--- src/rtl/vga_timing_pkg.sv ---
// vga_timing_pkg: shared 640x480@60 raster constants, counter widths and
// the run-flag state type. Imported by the timing generator and painters.
package vga_timing_pkg;

    localparam int unsigned H_VISIBLE = 640;
    localparam int unsigned H_FRONT   = 16;
    localparam int unsigned H_SYNC    = 96;
    localparam int unsigned H_BACK    = 48;
    localparam int unsigned H_TOTAL   = H_VISIBLE + H_FRONT + H_SYNC + H_BACK;

    localparam int unsigned V_VISIBLE = 480;
    localparam int unsigned V_FRONT   = 10;
    localparam int unsigned V_SYNC    = 2;
    localparam int unsigned V_BACK    = 33;
    localparam int unsigned V_TOTAL   = V_VISIBLE + V_FRONT + V_SYNC + V_BACK;

    localparam int unsigned HPOS_W = 10;
    localparam int unsigned VPOS_W = 10;

    localparam logic SYNC_ACTIVE = 1'b0;

    typedef enum logic {
        IDLE = 1'b0,
        RUN  = 1'b1
    } run_state_t;

endpackage

--- src/rtl/vga_timing_generator_if.sv ---
// vga_timing_generator_if: raster position, syncs and strobes produced by
// the timing generator (master) and consumed by painter stages (slave).
interface vga_timing_generator_if;
    import vga_timing_pkg::*;

    logic [HPOS_W-1:0] hpos;
    logic [VPOS_W-1:0] vpos;
    logic              hsync;
    logic              vsync;
    logic              display_on;
    logic              line_start;
    logic              frame_start;
    logic              pix_stb;

    modport master (
        output hpos, vpos, hsync, vsync, display_on, line_start, frame_start, pix_stb
    );

    modport slave (
        input hpos, vpos, hsync, vsync, display_on, line_start, frame_start, pix_stb
    );

endinterface

--- src/rtl/vga_axis_counter.sv ---
// vga_axis_counter: one raster axis. Enabled position counter wrapping at
// TOTAL-1, combinational wrap/next-visible, and a sync output registered
// from the next-state position so it lines up with pos.
module vga_axis_counter
    import vga_timing_pkg::*;
#(
    parameter int unsigned W          = HPOS_W,
    parameter int unsigned TOTAL      = 800,
    parameter int unsigned VISIBLE    = 640,
    parameter int unsigned SYNC_FIRST = 656,
    parameter int unsigned SYNC_LAST  = 751,
    parameter logic        SYNC_LEVEL = 1'b0
) (
    input  logic         clk,
    input  logic         rst_n,
    input  logic         en,
    output logic [W-1:0] pos,
    output logic         wrap,
    output logic         sync,
    output logic         next_visible
);

    localparam logic [W-1:0] LAST    = W'(TOTAL - 1);
    localparam logic [W-1:0] VIS_END = W'(VISIBLE);
    localparam logic [W-1:0] S_FIRST = W'(SYNC_FIRST);
    localparam logic [W-1:0] S_LAST  = W'(SYNC_LAST);

    logic [W-1:0] pos_next;

    // Next position: explicit compare against TOTAL-1, no overflow reliance
    always_comb begin
        wrap     = en && (pos == LAST);
        pos_next = pos;
        if (wrap) begin
            pos_next = '0;
        end else if (en) begin
            pos_next = pos + 1'b1;
        end
        next_visible = (pos_next < VIS_END);
    end

    // Position and sync registers, sync decoded from the incoming position
    always_ff @(posedge clk or negedge rst_n) begin
        if (!rst_n) begin
            pos  <= '0;
            sync <= ~SYNC_LEVEL;
        end else begin
            pos  <= pos_next;
            sync <= (pos_next >= S_FIRST && pos_next <= S_LAST) ? SYNC_LEVEL : ~SYNC_LEVEL;
        end
    end

endmodule

--- src/rtl/vga_timing_generator.sv ---
// vga_timing_generator: 640x480@60 raster timing. Every output is
// registered from next-state counter values, so all of them describe the
// hpos/vpos presented in the same cycle.
// Optional macro VGA_CLKDIV2_EN: pix_stb on alternate clks, each position
// held two clks (for a 50 MHz clk).
module vga_timing_generator #(
    parameter int unsigned H_VISIBLE   = vga_timing_pkg::H_VISIBLE,
    parameter int unsigned H_FRONT     = vga_timing_pkg::H_FRONT,
    parameter int unsigned H_SYNC      = vga_timing_pkg::H_SYNC,
    parameter int unsigned H_BACK      = vga_timing_pkg::H_BACK,
    parameter int unsigned V_VISIBLE   = vga_timing_pkg::V_VISIBLE,
    parameter int unsigned V_FRONT     = vga_timing_pkg::V_FRONT,
    parameter int unsigned V_SYNC      = vga_timing_pkg::V_SYNC,
    parameter int unsigned V_BACK      = vga_timing_pkg::V_BACK,
    parameter logic        SYNC_ACTIVE = vga_timing_pkg::SYNC_ACTIVE
) (
    input  logic                          clk,
    input  logic                          rst_n,
    vga_timing_generator_if.master        vga
);

    localparam int unsigned H_TOTAL = H_VISIBLE + H_FRONT + H_SYNC + H_BACK;
    localparam int unsigned V_TOTAL = V_VISIBLE + V_FRONT + V_SYNC + V_BACK;

    vga_timing_pkg::run_state_t state;

    logic start;
    logic adv;
    logic h_wrap;
    logic v_wrap;
    logic h_next_visible;
    logic v_next_visible;
`ifdef VGA_CLKDIV2_EN
    logic phase;
`endif

    // Counter step condition: every RUN clk, or every other RUN clk when divided
    always_comb begin
        start = (state == vga_timing_pkg::IDLE);
`ifdef VGA_CLKDIV2_EN
        adv = !start && !phase;
`else
        adv = !start;
`endif
    end

    vga_axis_counter #(
        .W          (vga_timing_pkg::HPOS_W),
        .TOTAL      (H_TOTAL),
        .VISIBLE    (H_VISIBLE),
        .SYNC_FIRST (H_VISIBLE + H_FRONT),
        .SYNC_LAST  (H_VISIBLE + H_FRONT + H_SYNC - 1),
        .SYNC_LEVEL (SYNC_ACTIVE)
    ) u_h (
        .clk          (clk),
        .rst_n        (rst_n),
        .en           (adv),
        .pos          (vga.hpos),
        .wrap         (h_wrap),
        .sync         (vga.hsync),
        .next_visible (h_next_visible)
    );

    vga_axis_counter #(
        .W          (vga_timing_pkg::VPOS_W),
        .TOTAL      (V_TOTAL),
        .VISIBLE    (V_VISIBLE),
        .SYNC_FIRST (V_VISIBLE + V_FRONT),
        .SYNC_LAST  (V_VISIBLE + V_FRONT + V_SYNC - 1),
        .SYNC_LEVEL (SYNC_ACTIVE)
    ) u_v (
        .clk          (clk),
        .rst_n        (rst_n),
        .en           (h_wrap),
        .pos          (vga.vpos),
        .wrap         (v_wrap),
        .sync         (vga.vsync),
        .next_visible (v_next_visible)
    );

    // Run flag and registered strobes; a position is first presented either
    // on the IDLE->RUN edge or on the edge where its axis wrapped
    always_ff @(posedge clk or negedge rst_n) begin
        if (!rst_n) begin
            state           <= vga_timing_pkg::IDLE;
            vga.display_on  <= 1'b0;
            vga.line_start  <= 1'b0;
            vga.frame_start <= 1'b0;
`ifdef VGA_CLKDIV2_EN
            phase           <= 1'b0;
            vga.pix_stb     <= 1'b0;
`else
            vga.pix_stb     <= 1'b1;
`endif
        end else begin
            state           <= vga_timing_pkg::RUN;
            vga.display_on  <= h_next_visible && v_next_visible;
            vga.line_start  <= start || h_wrap;
            vga.frame_start <= start || v_wrap;
`ifdef VGA_CLKDIV2_EN
            phase           <= start ? 1'b1 : !phase;
            vga.pix_stb     <= start || adv;
`else
            vga.pix_stb     <= 1'b1;
`endif
        end
    end

endmodule

--- src/flat_wrapper.sv ---
// flat-port wrapper written by rule: the top's interface ports become plain ports
module vga_timing_generator_flat 
#(
    parameter int unsigned H_VISIBLE   = vga_timing_pkg::H_VISIBLE,
    parameter int unsigned H_FRONT     = vga_timing_pkg::H_FRONT,
    parameter int unsigned H_SYNC      = vga_timing_pkg::H_SYNC,
    parameter int unsigned H_BACK      = vga_timing_pkg::H_BACK,
    parameter int unsigned V_VISIBLE   = vga_timing_pkg::V_VISIBLE,
    parameter int unsigned V_FRONT     = vga_timing_pkg::V_FRONT,
    parameter int unsigned V_SYNC      = vga_timing_pkg::V_SYNC,
    parameter int unsigned V_BACK      = vga_timing_pkg::V_BACK,
    parameter logic        SYNC_ACTIVE = vga_timing_pkg::SYNC_ACTIVE
)
  (clk, rst_n, vga_hpos, vga_vpos, vga_hsync, vga_vsync, vga_display_on, vga_line_start, vga_frame_start, vga_pix_stb);
  vga_timing_generator_if vga_i ();
  input  logic clk;
  input  logic rst_n;
  output wire logic [$bits(vga_i.hpos)-1:0] vga_hpos;
  output wire logic [$bits(vga_i.vpos)-1:0] vga_vpos;
  output wire logic [$bits(vga_i.hsync)-1:0] vga_hsync;
  output wire logic [$bits(vga_i.vsync)-1:0] vga_vsync;
  output wire logic [$bits(vga_i.display_on)-1:0] vga_display_on;
  output wire logic [$bits(vga_i.line_start)-1:0] vga_line_start;
  output wire logic [$bits(vga_i.frame_start)-1:0] vga_frame_start;
  output wire logic [$bits(vga_i.pix_stb)-1:0] vga_pix_stb;
  assign vga_hpos = vga_i.hpos;
  assign vga_vpos = vga_i.vpos;
  assign vga_hsync = vga_i.hsync;
  assign vga_vsync = vga_i.vsync;
  assign vga_display_on = vga_i.display_on;
  assign vga_line_start = vga_i.line_start;
  assign vga_frame_start = vga_i.frame_start;
  assign vga_pix_stb = vga_i.pix_stb;
  vga_timing_generator #(.H_VISIBLE(H_VISIBLE), .H_FRONT(H_FRONT), .H_SYNC(H_SYNC), .H_BACK(H_BACK), .V_VISIBLE(V_VISIBLE), .V_FRONT(V_FRONT), .V_SYNC(V_SYNC), .V_BACK(V_BACK), .SYNC_ACTIVE(SYNC_ACTIVE)) u_core (.clk(clk), .rst_n(rst_n), .vga(vga_i));
endmodule
--- config.mk ---
export PLATFORM = sky130hd
export DESIGN_NAME = vga_timing_generator_flat
export DESIGN_NICKNAME = d
export VERILOG_FILES = /design/src/rtl/vga_timing_pkg.sv /design/src/rtl/vga_timing_generator_if.sv /design/src/rtl/vga_axis_counter.sv /design/src/rtl/vga_timing_generator.sv /design/src/flat_wrapper.sv
export SDC_FILE = /design/constraint.sdc
export NUM_CORES = 1
export LEC_CHECK = 0
export BUFFER_PORTS_ARGS = -buffer_cell sky130_fd_sc_hd__buf_2
export CAP_MARGIN = 20
export CORE_MARGIN = 4
export CORE_UTILIZATION = 50
export DETAILED_ROUTE_END_ITERATION = 8
export MAX_ROUTING_LAYER = met4
export PLACE_DENSITY = 0.74
export SKIP_LAST_GASP = 1
export SYNTH_ARGS = -nofsm -noshare
export SYNTH_HDL_FRONTEND = slang
export SYNTH_SLANG_ARGS = --single-unit
export TNS_END_PERCENT = 10
--- constraint.sdc ---
create_clock -name clk -period 3.7 [get_ports clk]
set_clock_uncertainty 0.2 [all_clocks]
set_input_delay 0 -clock clk [delete_from_list [all_inputs] [get_ports clk]]
set_output_delay 0 -clock clk [all_outputs]
set_load 0.03 [all_outputs]
Word-level counts from Yosys, hierarchy flattened
Index checks and enable logic that the tools add are counted.
W data, S select, Z words.
{"block": "classes", "add_sub_neg": 2, "magnitude_cmp": 6, "eq_ne": 2, "mux": 6, "bitwise_logic": 1, "n_reduce_logical": 7}
{"op": "$mux W10", "n": 4}
{"op": "$add A10 B1 Y10 const B", "n": 2}
{"op": "$eq A10 B10 Y1 const B", "n": 2}
{"op": "$ge A10 B10 Y1 const B", "n": 1}
{"op": "$ge A10 B9 Y1 const B", "n": 1}
{"op": "$le A10 B10 Y1 const B", "n": 1}
{"op": "$le A10 B9 Y1 const B", "n": 1}
{"op": "$lt A10 B10 Y1 const B", "n": 1}
{"op": "$lt A10 B9 Y1 const B", "n": 1}
{"op": "$logic_and A1 B1 Y1", "n": 5}
{"op": "$logic_or A1 B1 Y1", "n": 2}
{"op": "$mux W1", "n": 2}
{"op": "$not A1 Y1", "n": 1}
{"block": "totals", "register_bits": 26, "input_bits": 2, "out_inout_bits": 26}

Depth between registers and ports, before layout
{"block": "logic_depth", "word_depth": 7, "depth_mapped": 7, "depth_no_buf": 7}

By module
A second synthesis with hierarchy kept.
{"block": "hier_totals", "hier_cells": 160, "hier_area_um2": 1545.2}
{"module": "vga_axis_counter (u_core.u_h)", "n_inst": 1, "cells_each": 79, "area_each_um2": 715.7}
{"module": "vga_axis_counter (u_core.u_v)", "n_inst": 1, "cells_each": 72, "area_each_um2": 699.4}
{"module": "vga_timing_generator", "n_inst": 1, "cells_each": 9, "area_each_um2": 130.1}

Worst setup path after synthesis
No wires, ideal clock.
{"block": "synth_path", "kind": "flip-flop to flip-flop", "from": "register u_core.u_h.pos[5]", "to": "register u_core.u_v.sync", "setup_ns": 0.097, "arrival_time_ns": 2.312, "path_slack_ns": 1.091, "path_stages_with_launch": 7, "path_buffers": 1, "path_cell_list": "dfrtp_1 or4b_4 or3_1 buf_2 or4_1 a21oi_1 o2111ai_1"}
{"block": "synth_between", "elab_chain_cells": 7, "elab_cells_between_ends": 9, "cone_classes": "order compare: 2; eq/ne: 1; mux: 3; reduce/logical: 3"}
{"element": "from (decl)", "line": "vga_axis_counter.sv:17", "rtl": "output logic [W-1:0] pos,"}
{"element": "from (signal assigned)", "line": "vga_axis_counter.sv:48", "rtl": "pos <= pos_next;"}
{"element": "$eq A10 B10 Y1 *", "line": "vga_axis_counter.sv:32", "rtl": "wrap = en && (pos == LAST);"}
{"element": "$logic_and A1 B1 Y1 *", "line": "vga_axis_counter.sv:32"}
{"element": "$mux W10 / $logic_and A1 B1 Y1 (equally long branches)", "line": "vga_axis_counter.sv:36, vga_axis_counter.sv:32"}
{"element": "$mux W10 *", "line": "vga_axis_counter.sv:34", "rtl": "if (wrap) begin"}
{"element": "$ge A10 B9 Y1 / $le A10 B9 Y1 (equally long branches)", "line": "vga_axis_counter.sv:49", "rtl": "sync <= (pos_next >= S_FIRST && pos_next <= S_LAST) ? SYNC_LEVEL : ~SYNC_LEVEL;"}
{"element": "$logic_and A1 B1 Y1 *", "line": "vga_axis_counter.sv:49"}
{"element": "$mux W1 *", "line": "vga_axis_counter.sv:49"}
{"element": "to (signal assigned)", "line": "vga_axis_counter.sv:46", "rtl": "sync <= ~SYNC_LEVEL;"}
{"element": "to (signal assigned)", "line": "vga_axis_counter.sv:49"}
{"element": "to (decl)", "line": "vga_axis_counter.sv:19", "rtl": "output logic sync,"}
Mark *: on every way between the ends. The rest lies on a longest branch, timed or not.

Final worst setup path
Ends and elaborated chain as after synthesis.

==> impl_metrics.json <==
{
  "synth_async_sr_flop_share": 1.00,
  "fillCellCount": 220,
  "grt_max_degree": 27,
  "core_mm2": 0.00257,
  "critPathCaptureType": "flip-flop",
  "path_max_fanout": 9,
  "drt_iter0_markers": 53,
  "timing.fmax_mhz": 376,
  "synth_flop_cell": "dfrtp_1",
  "grt_pass1_vias": 1092,
  "endpoint": "u_core.u_v.sync",
  "synth.area.mux_share": 0.00714,
  "seq_area_frac_synth": 0.466,
  "hold_viol": 24,
  "worst_slew_pin_slew_ps": 574,
  "hold_ws_ps": -10.5,
  "min_path_type": "in -> async",
  "ios": 28,
  "synth_compound_area_frac": 0.138,
  "cts_made_buffers": 3,
  "maxCapViolations": 0,
  "crit_type": "reg -> reg",
  "setup-violations-final": 0,
  "power_frac_comb": 0.268,
  "critical_path_arrival_ps": 2700,
  "clk_pin_slew_ps": 140,
  "r2r_slack_ps": 1040,
  "routed_wl_mm": 3.14,
  "dieArea_mm2": 0.00371,
  "drc": 0,
  "htreeDepth": 1,
  "critPathRequiredTime_ps": 3750,
  "viasPerCell": 5.94,
  "antenna_found_initial": 0,
  "syn_area_mm2": 0.00140,
  "avgSynthCellArea_um2": 9.40,
  "final_antenna_net_count": 0,
  "io_buffers": 26,
  "die_h_um": 60.9,
  "p_int_uw": 433,
  "drive_gt1_frac": 0.225,
  "dp_cells": 203,
  "floorplan.rows": 18,
  "violations": "negative hold slack",
  "clkSinkCount": 26,
  "root_buffer": "clkbuf_4",
  "p_switching_uw": 248,
  "finalCritPeriodShare": 0.718,
  "gp_congestion": 0.890,
  "nNetsFinal": 184,
  "timing.setup.tns_ps": 0,
  "gr-total-overflow": 0,
  "post-route-util": 0.627,
  "p_leak_uw": 0.000741,
  "critPathLaunchType": "flip-flop",
  "stdcell_count": 208,
  "powerDensity_mw_per_mm2": 423,
  "finalCriticalPeriod_ps": 2660,
  "ys_ff_latch": 26,
  "netlist.area_leader.share": 0.429,
  "insertion_delay_ps": 320,
  "run_status": "finished with violations",
  "synth_cells": 149,
  "synth_top_family_by_area": "simple AND/OR/NAND/NOR gates",
  "yosys.area_share.simple": 0.250,
  "hpwl_mm": 2.29,
  "synth.area.top_cells": "dfrtp_1 43%, nand2_1 4.6%, nand4_1 4.0%",
  "vias": 1235,
  "ir_drop_uv": 405,
  "cts_resized": 0,
  "synth_edf_count": 0,
  "p_clk_frac": 0.211,
  "synth_xor_area_frac": 0.0625,
  "reg2reg_from": "u_core.u_h.pos[5]",
  "grt_pass1_wl_mm": 5.03,
  "diodes": 0,
  "power_frac_seq": 0.521,
  "yosys_warnings": 0,
  "initial_core_util": 0.546,
  "slew_headroom": 0.617,
  "netlist.top_cell.by_area": "dfrtp_1",
  "rsz0062_at_grt": "false",
  "clockBufferDepth": 2,
  "critPathLaunch": "u_core.u_h.pos[5]",
  "die_x_um": 60.9,
  "swShare": 0.364,
  "timing.reg2reg.worst_path_depth": 5,
  "yosys.area_share.adder": 0.0268,
  "final_cell_mix": "26 x buf_2, 24 x dfrtp_1, 17 x nand2_1",
  "r2r_end": "u_core.u_v.sync",
  "slew_violations": 0,
  "post_synth_num_cell_types": 42,
  "wl_per_cell_um": 15.1,
  "syn_to_final_growth_pct": 14.8,
  "grt_use_total": 0.188,
  "cts_tree": "yes",
  "mostFrequentLayoutCell": "buf_2",
  "drt_first_pass_iters": 4
}
## registers in the layout, indices dropped and copies added, names as in the netlist
register / flops
u_core.adv: 1
u_core.u_v.sync: 1
u_core.vga.line_start: 1
u_core.vga.display_on: 1
u_core.vga.frame_start: 1
u_core.u_h.pos: 10
u_core.u_v.pos: 10
u_core.u_h.sync: 1
## cell families after synthesis
group / Yosys count
simple gates: 63
compound gates: 29
flops: 26
buf+inv: 16
xor+xnor: 10
fa+ha+maj: 3
other cells: 1
mux: 1
## metal layers
layer | GRT usage | part of all wire | up-vias
met5 | - | 0 | -
met4 | 0.0774 | 0.015 | 0
met3 | 0.0277 | 0.055 | 4
met2 | 0.285 | 0.47 | 39
met1 | 0.252 | 0.46 | 591
li1 | - | - | 601
## worst max-delay path, cell delays in order, from the launching register on
cell       delay, ps
dfrtp_1          480
or4b_4           590
or3_1            520
or4_1            510
a21oi_1          160
o2111ai_1        120
## worst min-delay path by stage
stage / end / slack (ps) / cells after the start
floorplan: u_core.adv / -500 / 0
global placement: u_core.u_h.pos[2] / -170 / 1
detailed placement: u_core.u_h.pos[2] / -160 / 1
CTS: u_core.u_v.pos[5] / 7 / 2
global route: u_core.u_h.pos[9] / 30 / 2
finish: u_core.u_h.pos[2] / -10 / 2
## power by group through the flow
stage / Clock, µW / Combinational, µW / Sequential (µW)
after global routing: 156 / 200 / 361
after detailed placement: 0 / 183 / 360
final: 144 / 183 / 355
after CTS: 148 / 184 / 354
after floorplan: 0 / 73.8 / 411
after global placement: 0 / 179 / 356
## area by class of cell
| cell class | count | area, µm² | share of cell area |
|---|---|---|---|
| inverters | 11 | 41.3 | 0.0257 |
| well taps | 30 | 37.5 | 0.0233 |
| multi-input cells | 108 | 686 | 0.426 |
| flip-flops and latches | 26 | 653 | 0.406 |
| clock buffers | 4 | 36.3 | 0.0226 |
| repair buffers | 29 | 155 | 0.0964 |
## metrics by stage
step / area (µm²) / power, µW / worst slack, ps
floorplan: 1410 / 485 / 1090
global placement: 1560 / 535 / 1160
detailed placement: 1560 / 542 / 1090
CTS: 1610 / 687 / 1050
global route: 1610 / 716 / 927
finish: 1610 / 681 / 1040
## cells in the mapped netlist (3+ instances only)
library cell  count
a21oi_1           3
nand4_1           9
o31ai_1           3
xor2_1            6
or3_1             3
nand3_1           5
nand2_1          17
xnor2_1           4
dfrtp_1          24
ha_1              3
nor3_1            4
inv_1            11
o211ai_1          3
nor2_1            8
o21ai_0           9
nor4_1            3
## timing repair
| item | 4_1_cts | 5_1_grt |
|---|---|---|
| buffers inserted | 0 | 0 |
| hold buffers | 1 | 0 |
| hold endpoints to repair | 26 | 0 |
Note: power is estimated with default switching activity, not from simulation.
